<file path="src/rtl/r_rd_arbiter.sv">
// Round-robin arbiter merging NUM_SRC AXI R-channel sources, with bursts held locked until last.
// Optional stall watchdog built only when R_ARB_WDOG_EN is defined.
module r_rd_arbiter #(
    parameter int NUM_SRC     = 4,
    parameter int ID_WIDTH    = 4,
    parameter int DATA_WIDTH  = 64,
    parameter int RESP_WIDTH  = 2,
    parameter int WDOG_CYCLES = 256
) (
    input  logic                             clk,
    input  logic                             rst_n,
    input  logic [NUM_SRC-1:0]               s_valid,
    input  logic [NUM_SRC*ID_WIDTH-1:0]      s_id,
    input  logic [NUM_SRC*DATA_WIDTH-1:0]    s_data,
    input  logic [NUM_SRC*RESP_WIDTH-1:0]    s_resp,
    input  logic [NUM_SRC-1:0]               s_last,
    output logic [NUM_SRC-1:0]               s_ready,
    output logic                             m_valid,
    output logic [ID_WIDTH-1:0]              m_id,
    output logic [DATA_WIDTH-1:0]            m_data,
    output logic [RESP_WIDTH-1:0]            m_resp,
    output logic                             m_last,
    input  logic                             m_ready,
    output logic [2:0]                       grant_idx,
    output logic                             stall_err
);

    typedef enum logic {IDLE, LOCKED} state_t;

    state_t     state_q, state_d;
    logic [2:0] rr_ptr_q, rr_ptr_d;
    logic [2:0] lock_idx_q, lock_idx_d;
    logic [2:0] sel, sel_hi, sel_lo;
    logic       found, found_hi, found_lo;
    logic       hs;

    function automatic logic [2:0] next_idx(input logic [2:0] x);
        if (int'(x) == NUM_SRC - 1) return 3'd0;
        return x + 3'd1;
    endfunction

    // Two-pass search: first requester at or above rr_ptr, else first requester below it.
    always_comb begin
        found_hi = 1'b0;
        found_lo = 1'b0;
        sel_hi   = 3'd0;
        sel_lo   = 3'd0;
        for (int i = 0; i < NUM_SRC; i++) begin
            if (!found_hi && s_valid[i] && (i >= int'(rr_ptr_q))) begin
                found_hi = 1'b1;
                sel_hi   = 3'(i);
            end
            if (!found_lo && s_valid[i]) begin
                found_lo = 1'b1;
                sel_lo   = 3'(i);
            end
        end
        if (state_q == LOCKED) begin
            found = 1'b1;
            sel   = lock_idx_q;
        end else if (found_hi) begin
            found = 1'b1;
            sel   = sel_hi;
        end else if (found_lo) begin
            found = 1'b1;
            sel   = sel_lo;
        end else begin
            found = 1'b0;
            sel   = rr_ptr_q;
        end
    end

    assign grant_idx = sel;

    // Output mux; rst_n gates the handshake signals so reset takes effect without a clock.
    always_comb begin
        m_valid = 1'b0;
        m_id    = '0;
        m_data  = '0;
        m_resp  = '0;
        m_last  = 1'b0;
        s_ready = '0;
        for (int i = 0; i < NUM_SRC; i++) begin
            if (found && (3'(i) == sel)) begin
                m_valid    = s_valid[i] & rst_n;
                m_id       = s_id[i*ID_WIDTH +: ID_WIDTH];
                m_data     = s_data[i*DATA_WIDTH +: DATA_WIDTH];
                m_resp     = s_resp[i*RESP_WIDTH +: RESP_WIDTH];
                m_last     = s_last[i];
                s_ready[i] = m_ready & rst_n;
            end
        end
    end

    assign hs = m_valid & m_ready;

    always_comb begin
        state_d    = state_q;
        rr_ptr_d   = rr_ptr_q;
        lock_idx_d = lock_idx_q;
        case (state_q)
            IDLE: begin
                if (hs && m_last) begin
                    rr_ptr_d = next_idx(sel);
                end else if (m_valid) begin
                    state_d    = LOCKED;
                    lock_idx_d = sel;
                end
            end
            LOCKED: begin
                if (hs && m_last) begin
                    state_d  = IDLE;
                    rr_ptr_d = next_idx(lock_idx_q);
                end
            end
            default: state_d = IDLE;
        endcase
    end

    always_ff @(posedge clk or negedge rst_n) begin
        if (!rst_n) begin
            state_q    <= IDLE;
            rr_ptr_q   <= 3'd0;
            lock_idx_q <= 3'd0;
        end else begin
            state_q    <= state_d;
            rr_ptr_q   <= rr_ptr_d;
            lock_idx_q <= lock_idx_d;
        end
    end

`ifdef R_ARB_WDOG_EN
    localparam int WDOG_W = $clog2(WDOG_CYCLES + 1);

    logic [WDOG_W-1:0] wdog_cnt_q, wdog_cnt_d;
    logic              stall_err_q, stall_err_d;

    // Saturating count of back-to-back stalled cycles while a burst holds the channel.
    always_comb begin
        wdog_cnt_d  = wdog_cnt_q;
        stall_err_d = stall_err_q;
        if ((state_q != LOCKED) || hs) begin
            wdog_cnt_d = '0;
        end else if (wdog_cnt_q != WDOG_W'(WDOG_CYCLES)) begin
            wdog_cnt_d = wdog_cnt_q + 1'b1;
        end
        if (wdog_cnt_d == WDOG_W'(WDOG_CYCLES)) stall_err_d = 1'b1;
    end

    always_ff @(posedge clk or negedge rst_n) begin
        if (!rst_n) begin
            wdog_cnt_q  <= '0;
            stall_err_q <= 1'b0;
        end else begin
            wdog_cnt_q  <= wdog_cnt_d;
            stall_err_q <= stall_err_d;
        end
    end

    assign stall_err = stall_err_q;
`else
    assign stall_err = 1'b0;
`endif

endmodule

</file>
<file path="config.mk">
export PLATFORM = sky130hd
export DESIGN_NAME = r_rd_arbiter
export DESIGN_NICKNAME = d
export VERILOG_FILES = /design/src/rtl/r_rd_arbiter.sv
export SDC_FILE = /design/constraint.sdc
export NUM_CORES = 1
export LEC_CHECK = 0
export CAP_MARGIN = 0
export CORE_AREA = 3 3 145 147
export CTS_CLUSTER_DIAMETER = 200
export DETAILED_ROUTE_END_ITERATION = 10
export DIE_AREA = 0 0 148 150
export PLACE_DENSITY = 0.57
export SYNTH_ARGS = -nofsm -noshare
export SYNTH_HDL_FRONTEND = slang
export SYNTH_SLANG_ARGS = --single-unit
</file>
<file path="constraint.sdc">
create_clock -name clk -period 4.8 [get_ports clk]
set_input_delay 1.44 -clock clk [delete_from_list [all_inputs] [get_ports clk]]
set_output_delay 1.44 -clock clk [all_outputs]
set_load 0.02 [all_outputs]
</file>
[After elaboration in Yosys (flattened, before gate mapping)]
Cells that the tools add are included.
Storage, ports and cells
  register bits: 7
  output and inout port bits: 80
Cells by class
  bitwise operators: 8
  $lt $le $gt $ge: 4
  equality and inequality tests: 7
  multiplexer cells: 61
  reductions and logical operators: 24
  $add $sub $neg: 2
Operators by type and width (count)
  2-to-1 mux 64 bit: 4
  2-to-1 mux 3 bit: 12
  2-to-1 mux 1 bit: 34
  2-to-1 mux 4 bit: 4
  logical AND 1 bit: 15
  2-to-1 mux 2 bit: 5
  adder 3 x 1 -> 3 bit, second input constant: 2
  AND 1 bit: 6
  == test 2 x 3 -> 1 bit, first input constant: 2
  == test 3 bit, second input constant: 2
  greater-or-equal comparator 1 x 3 -> 1 bit, first input constant: 2
  greater-or-equal comparator 2 x 3 -> 1 bit, first input constant: 2
  zero test 1 bit: 6
  one-hot mux 3 bit (2 select lines): 1
  == test 1 x 3 -> 1 bit, first input constant: 1
  zero test 3 bit: 1
  AND reduction 3 bit: 1
  inequality test 2 x 1 -> 1 bit, second input constant: 1
  inequality test 2 bit, second input constant: 1
  inverter 1 bit: 2
  one-hot mux 1 bit (2 select lines): 1
  AND reduction 2 bit: 1

[Longest topological paths before layout]
Gate-level depths: netlist of run 1.
  word-level depth: 30
  depth in mapped cells: 14
  mapped depth without buffers: 11

[Worst setup path before layout of run 1]
OpenSTA, ideal clock, no wires.
  path kind: input-to-output
  start: in s_valid[0]
  end: out m_data[40]
  required time: 3.360 ns
  buffers on the path: 3
  arrival: 4.104 ns
  path slack: -0.744 ns
  cell stages on the path: 12
  cells stage by stage: nor2b_1 -> a221o_2 -> o21ai_0 -> ha_1 -> clkbuf_8 -> buf_2 -> clkbuf_1 -> nand2_1 -> a21oi_1 -> a21oi_1 -> o21ai_0 -> and2_1
On the way
  longest elaborated chain between the ends: 22
  elaborated cells between the ends (all ways): 48
  classes of those cells: eq/ne (3); mux (24); reduce/logical (21)
Ends and longest elaborated chain
  from (decl): RTL line 12  | input logic [NUM_SRC-1:0] s_valid,
  logical AND 1 bit: RTL line 49  | if (!found_hi && s_valid[i] && (i >= int'(rr_ptr_q))) begin
  2-to-1 mux 1 bit: RTL line 49
  zero test 1 bit: RTL line 49
  logical AND 1 bit (2 in a row): RTL line 49
  2-to-1 mux 1 bit: RTL line 49
  zero test 1 bit: RTL line 49
  logical AND 1 bit (2 in a row): RTL line 49
  2-to-1 mux 1 bit: RTL line 49
  [3 not listed]
  2-to-1 mux 3 bit or 2-to-1 mux 1 bit (tied branches): RTL line 49
  2-to-1 mux 3 bit (*): RTL line 61  | end else if (found_hi) begin
  2-to-1 mux 3 bit (*): RTL line 58  | if (state_q == LOCKED) begin
  named net grant_idx[0]: RTL line 24  | output logic [2:0] grant_idx,
  zero test 3 bit: RTL line 84  | if (found && (3'(i) == sel)) begin
  logical AND 1 bit: RTL line 84
  2-to-1 mux 64 bit (3 in a row): RTL line 84
  2-to-1 mux 64 bit (*): RTL line 84
  to (decl): RTL line 20  | output logic [DATA_WIDTH-1:0] m_data,
The timed path passes the listed nets; every way through them passes the cells marked *.

[Worst setup path after layout of run 1]
  start: in s_valid[2]
  end: out m_data[44]
On the way
  longest elaborated chain between the ends: 15
  elaborated cells between the ends (all ways): 34
  classes of those cells: eq/ne (3); mux (18); reduce/logical (13)
Ends and longest elaborated chain (RTL line)
  logical AND 1 bit (2 in a row): 49
  2-to-1 mux 1 bit: 49
  zero test 1 bit: 49
  logical AND 1 bit (2 in a row): 49
  2-to-1 mux 3 bit or 2-to-1 mux 1 bit (tied branches): 49
  2-to-1 mux 3 bit: 61
  2-to-1 mux 3 bit: 58
  zero test 3 bit: 84
  logical AND 1 bit: 84
  2-to-1 mux 64 bit (3 in a row): 84
  2-to-1 mux 64 bit (*): 84
Every way passes the cells marked *; elsewhere a longest branch is shown, timed or not.

==> results.toml, run 1 <==
[die]
std_cell_rows = 52
ios = 371
core_um2 = 20000
die_w_um = 148
die_h_um = 150
initial_core_util_pct = 17.6
dieArea_um2 = 22200

[detailed_routing]
drc = 0
dr.pass1.iters = 4
ant_nets = 0
vias = 6060
wl_per_cell_um = 18.5
viasPerCell = 4.64
dr.first_iter.drc_count = 262
totalWireLength_um = 24100

[synthesis]
yosysTopAreaCell = "a21oi_1"
netlist_area_um2 = 3520
synth_nets = 927
async_flop_share_pct = 100
syn_inst = 631
yosysWarningCount = 0
ys_seq_area_share_pct = 4.98
yosys.area.top_type_share_pct = 20.5
synthTopCellsByArea = "a21oi_1, nand2_1, nand3b_1"
synth-edff-count = 0
ys_types = 39
yosys_register_bits = 7
ys.flop_type = "dfrtp_1"
syn_avg_cell_area_um2 = 5.58

[grt]
grt_max_degree = 67
grt_util_all_layers_pct = 18.0
grt_pass1_wl_um = 32000
antenna_found_initial = 1
grt_pass1_vias = 5704
gr-total-overflow = 0

[min_path]
min-delay-start = "lock_idx_q[1]"
hold_class = "reg -> reg"
worstHoldPathCells = 1
holdPathEnd = "lock_idx_q[1]"

[sta]
finalSetupViolations = 72
fin_tns_setup_ps = -15470
rsz0062_at_grt = "true"
finalClockSkew_ps = 1.37
drv_slew = 0
hold_violations = 0
fin_ws_ps = -292
timing.fmax_mhz = 196
period_share_pct = 106
period_needed_ps = 5090

[setup_path]
ff2ff_setup_slack_ps = 1510
reg2reg_from = "rr_ptr_q[1]"
path_class = "in -> out"
endpoint_kind = "primary output"
cp.required_ps = 3360
timing.rr.end = "lock_idx_q[1]"
rr_worst_depth = 15
arrival_ps = 3650
cp-start-kind = "primary input"
path_max_fanout = 8

[cts]
clk_latency_ps = 230
cts.sinks = 7
cts_buffer_depth = 2
cts_tree = "yes"
path_clk_slew_ps = 30
root_buffer = "clkbuf_16"
htree_levels = 1
cts_buffers = 3

[outcome]
run_status = "complete, but fails checks"
violations = "setup timing"

[placed_design]
finalWeightedCongestion = 0.843
dp_hpwl_um = 16000
dp_cells = 1252
port_buffers = 369

[run]
maxCapViolations = 0

[finish]
drive_gt1_share_pct = 36.4
finalNonFillerCells = 1305
syn_to_final_growth_pct = 178
nNetsFinal = 1332
antenna_cells = 0
fin_util_pct = 48.9

[pwr]
irDropWorstVdd_mv = 0.328
power.leakage_nw = 3.74
powerDensity_nw_per_um2 = 822
cells by family (layout without fill, tap and decap cells):
family | Yosys count | count (layout) | share of synthesized area, %
AND/OR/NAND/NOR | 307 | 307 | 47.5
buffers and inverters | 73 | 477 | 9.24
AO/OA/AOI/OAI | 234 | 234 | 35.0
multiplexers | 4 | 4 | 1.42
adder cells (fa/ha/maj) | 5 | 5 | 1.78
flip-flops | 7 | 7 | 4.98
other | 1 | 1 | 0.107
synth_stat cells, types with 3 or more instances:
master    number
nor2_1         8
nor2b_1        3
a211oi_1       3
buf_1         19
ha_1           5
buf_2         10
dfrtp_1        7
clkbuf_1      32
nand3b_1      70
and2_1        74
nand2_1      143
inv_1          7
a21oi_1      144
o21ai_0       75
placed cells by master, fill, tap and decap left out, drive strengths merged, types with 2 or more instances in the layout:
cell type | netlist | layout
dlygate4sd2 | 0 | 2
a21oi | 145 | 145
nor2 | 8 | 8
nand3b | 70 | 70
mux2i | 2 | 2
clkdlybuf4s50 | 0 | 289
dfrtp | 7 | 7
nand4 | 2 | 2
nor2b | 3 | 3
ha | 5 | 5
o21ai | 76 | 76
buf | 32 | 165
clkbuf | 34 | 14
inv | 7 | 7
nand2 | 143 | 143
o31ai | 2 | 2
and3 | 2 | 2
nor3b | 2 | 2
a211oi | 3 | 3
a21boi | 2 | 2
and2 | 74 | 74
mux2 | 2 | 2
worst max-delay path, stage by stage:
cell and delay [ps]:
buf_6 90, a21boi_4 140, a221o_2 430, o21ai_4 190, inv_2 90, buf_6 130
ha_4 200, buf_12 170, buf_16 160, a21oi_4 120, a21oi_2 60, o21ai_1 150
and2_4 170, buf_6 110
cell type report:
cell class | count | area, um^2
Timing Repair Buffer | 466 | 5340
Inverter | 7 | 28.8
Sequential cell | 7 | 175
Tap cell | 270 | 338
Fill cell | 1979 | 10200
Multi-Input combinational cell | 551 | 3830
Clock buffer | 4 | 78.8
worst max-delay path by stage:
| stage | start | end |
|---|---|---|
| after global routing | s_valid[1] | m_data[2] |
| final | s_valid[2] | m_data[44] |
| after detailed placement | s_valid[1] | m_resp[1] |
| after global placement | s_valid[1] | m_resp[1] |
| after CTS | s_valid[2] | m_data[39] |
| after floorplan | s_valid[0] | m_data[37] |
through the flow:
stage | total power, W | area, um^2 | setup WS (ps) | hold slack, ps
6_report | 0.00805 | 9790 | -292 | 579
5_1_grt | 0.00857 | 9790 | -369 | 618
4_1_cts | 0.00710 | 8950 | -271 | 585
3_5_place_dp | 0.00541 | 8010 | -1190 | 561
3_3_place_gp | 0.00541 | 8010 | -1140 | 546
2_1_floorplan | 0.00330 | 3690 | -35.5 | 509
where the power goes:
part	switching (W)	leakage (nW)	internal, W	total (W)
sequential	0.0000354	0.0831	0.0000812	0.000117
clock	0.0000291	0.0382	0.000110	0.000139
combinational	0.00365	3.62	0.00415	0.00780
total	0.00371	3.74	0.00434	0.00805
registers in the layout, indices dropped and copies added, names as in the netlist:
register and count:
rr_ptr_q 3, state_q 1, lock_idx_q 3
layer usage:
| layer | global-route usage (%) | wire, um |
|---|---|---|
| met5 | 0 | 13 |
| met4 | 2.49 | 510 |
| met3 | 4.03 | 1910 |
| met2 | 33.2 | 11900 |
| met1 | 21.9 | 9760 |
what timing repair did:
action,4_1_cts,5_1_grt
pin swaps,74,39
hold buffers,0,0
buffers inserted,20,10
setup endpoints to repair,78,74
cloned,13,13
gates resized for setup,584,147
No activity file was read; power rests on OpenSTA's default activity.
==> run 2, diff against run 1 <==
- CORE_AREA: 3 3 145 147 -> 5 5 143 145
- PLACE_DENSITY: 0.57 -> 0.6
==> run 2 against run 1 <==
Clock skew is essentially flat; routed wire length up 2.8%; sequential cell count unchanged; the flow still finishes with violations (setup timing); die area unchanged; power grew 0.37%; critical path type unchanged; final cell count shrank 1.5%; setup slack better by 23 ps; critical path depth is 1 higher; via count grew 0.68%; global-route usage increased by 1.3 points; maximum frequency is 0.44% higher.
==> results.toml, run 2 (synthesis results as in run 1) <==
[grt]
antenna_found_initial = 0
grt_pass1_wl_um = 34300
grt_pass1_vias = 5968
gr-total-overflow = 0
grt_max_degree = 60
grt_util_all_layers_pct = 19.3

[placed_design]
finalWeightedCongestion = 0.837
port_buffers = 369
dp_hpwl_um = 16600
dp_cells = 1222

[finish]
fin_util_pct = 50.4
drive_gt1_share_pct = 36.9
final_cell_mix = "clkdlybuf4s50_1, nand2_1, buf_6"
fillCellCount = 1845
antenna_cells = 0
syn_to_final_growth_pct = 173
final_common_cell = "clkdlybuf4s50_1"
multi_input_area_um2 = 3700
top_regs = "lock_idx_q x3, rr_ptr_q x3, state_q x1"
finalNonFillerCells = 1285
nNetsFinal = 1344
seq_area_um2 = 175

[setup_path]
cp-start-kind = "primary input"
cp.required_ps = 3360
timing.rr.end = "lock_idx_q[0]"
endpoint_kind = "primary output"
reg2reg_from = "rr_ptr_q[1]"
rr_worst_depth = 14
ff2ff_setup_slack_ps = 1610
arrival_ps = 3630
path_class = "in -> out"
path_max_fanout = 7

[pwr]
p_comb_share_pct = 96.8
p_seq_share_pct = 1.5
irDropWorstVdd_mv = 0.456
powerDensity_nw_per_um2 = 840
power.leakage_nw = 3.79
power.internal_w = 0.00437
total_power_w = 0.00808
clockPowerShare_pct = 1.8
netSwitchingFraction_pct = 45.9
netSwitchingPower_w = 0.00371

[die]
die_h_um = 150
std_cell_rows = 51
dieArea_um2 = 22200
die_w_um = 148
ios = 371
initial_core_util_pct = 18.4
core_um2 = 19100

[sta]
fin_ws_ps = -270
drv_slew = 0
whs_ps = 568
timing.fmax_mhz = 197
period_share_pct = 106
hold_violations = 0
finalClockSkew_ps = 1.69
rsz0062_at_grt = "true"
period_needed_ps = 5070
finalSetupViolations = 72

[cts]
cts.sinks = 7
cts_tree = "yes"
root_buffer = "clkbuf_16"
cts.hold.buffers_added = 0
htree_levels = 1
cts_buffers = 3
path_clk_slew_ps = 40
clk_latency_ps = 230
cts_buffer_depth = 2

[detailed_routing]
ant_nets = 0
totalWireLength_um = 24800
wl_per_cell_um = 19.3
viasPerCell = 4.75
drc = 0
vias = 6101
dr.first_iter.drc_count = 230
dr.pass1.iters = 5

[outcome]
run_status = "complete, but fails checks"
violations = "setup timing"

[min_path]
holdPathEnd = "lock_idx_q[1]"
min-delay-start = "lock_idx_q[1]"
hold_class = "reg -> reg"
worstHoldPathCells = 1

[run]
maxCapViolations = 0
run 2: changes by cell type in the layout (fill, tap and decap cells not counted), sizes merged:
| cell | before | now |
|---|---|---|
| bufbuf | 0 | 1 |
| buf | 165 | 177 |
| dlygate4sd2 | 2 | 1 |
run 2: metal layers:
metal	global-route usage (%)	up-vias	part of all wire, %
met2	35.4	254	51
met5	0	-	0
li1	-	3003	-
met3	3.57	37	6.9
met1	23.5	2807	40
met4	4.11	0	2.3
run 2: worst max-delay path by stage:
stage          cells past startpoint    endpoint       start
2_1_floorplan                     14  m_data[37]  s_valid[0]
3_3_place_gp                      12  m_data[13]  s_valid[1]
6_report                          15  m_data[37]  s_valid[2]
3_5_place_dp                      12  m_data[13]  s_valid[1]
4_1_cts                           16  m_data[23]  s_valid[2]
5_1_grt                           16  m_data[63]  s_valid[2]
run 2: final cells by class:
class,instances,area share [%]
clock buffers,4,0.819
inverters,7,0.299
multi-input cells,551,38.5
flip-flops and latches,7,1.82
well taps,238,3.09
repair buffers,478,55.5
run 2: power groups by stage:
stage / registers, W / logic (W) / clock network [W]
detailed placement: 0.000108 / 0.00537 / 0
global route: 0.000122 / 0.00832 / 0.000148
finish: 0.000118 / 0.00782 / 0.000142
floorplan: 0.0000987 / 0.00320 / 0
global placement: 0.000107 / 0.00536 / 0
CTS: 0.000116 / 0.00702 / 0.000144
run 2: through the flow:
stage | setup WS (ps) | instance area, um^2 | TNS [ps]
after detailed placement | -1160 | 7980 | -77770
after floorplan | -35.5 | 3690 | -1520
final | -270 | 9620 | -13970
after CTS | -293 | 8990 | -14860
after global placement | -1180 | 7980 | -76450
after global routing | -379 | 9620 | -22450
run 2: worst max-delay path, stage by stage:
cell and delay (ps):
buf_6 90, a21boi_4 140, a221o_2 400, o21ai_4 180, buf_6 130, ha_4 190, buf_12 140, buf_12 110
clkbuf_16 170, nand2_4 50, a21oi_2 150, a21oi_2 50, o21ai_1 130, and2_4 150, buf_6 100
run 2: timing repair:
action                                  CTS  global route
gates cloned                             12             9
hold endpoints to repair                  0             0
endpoints found under the setup margin   78            76
setup buffers                            31            12
resized for setup                       563           151
pin swaps                                45            54
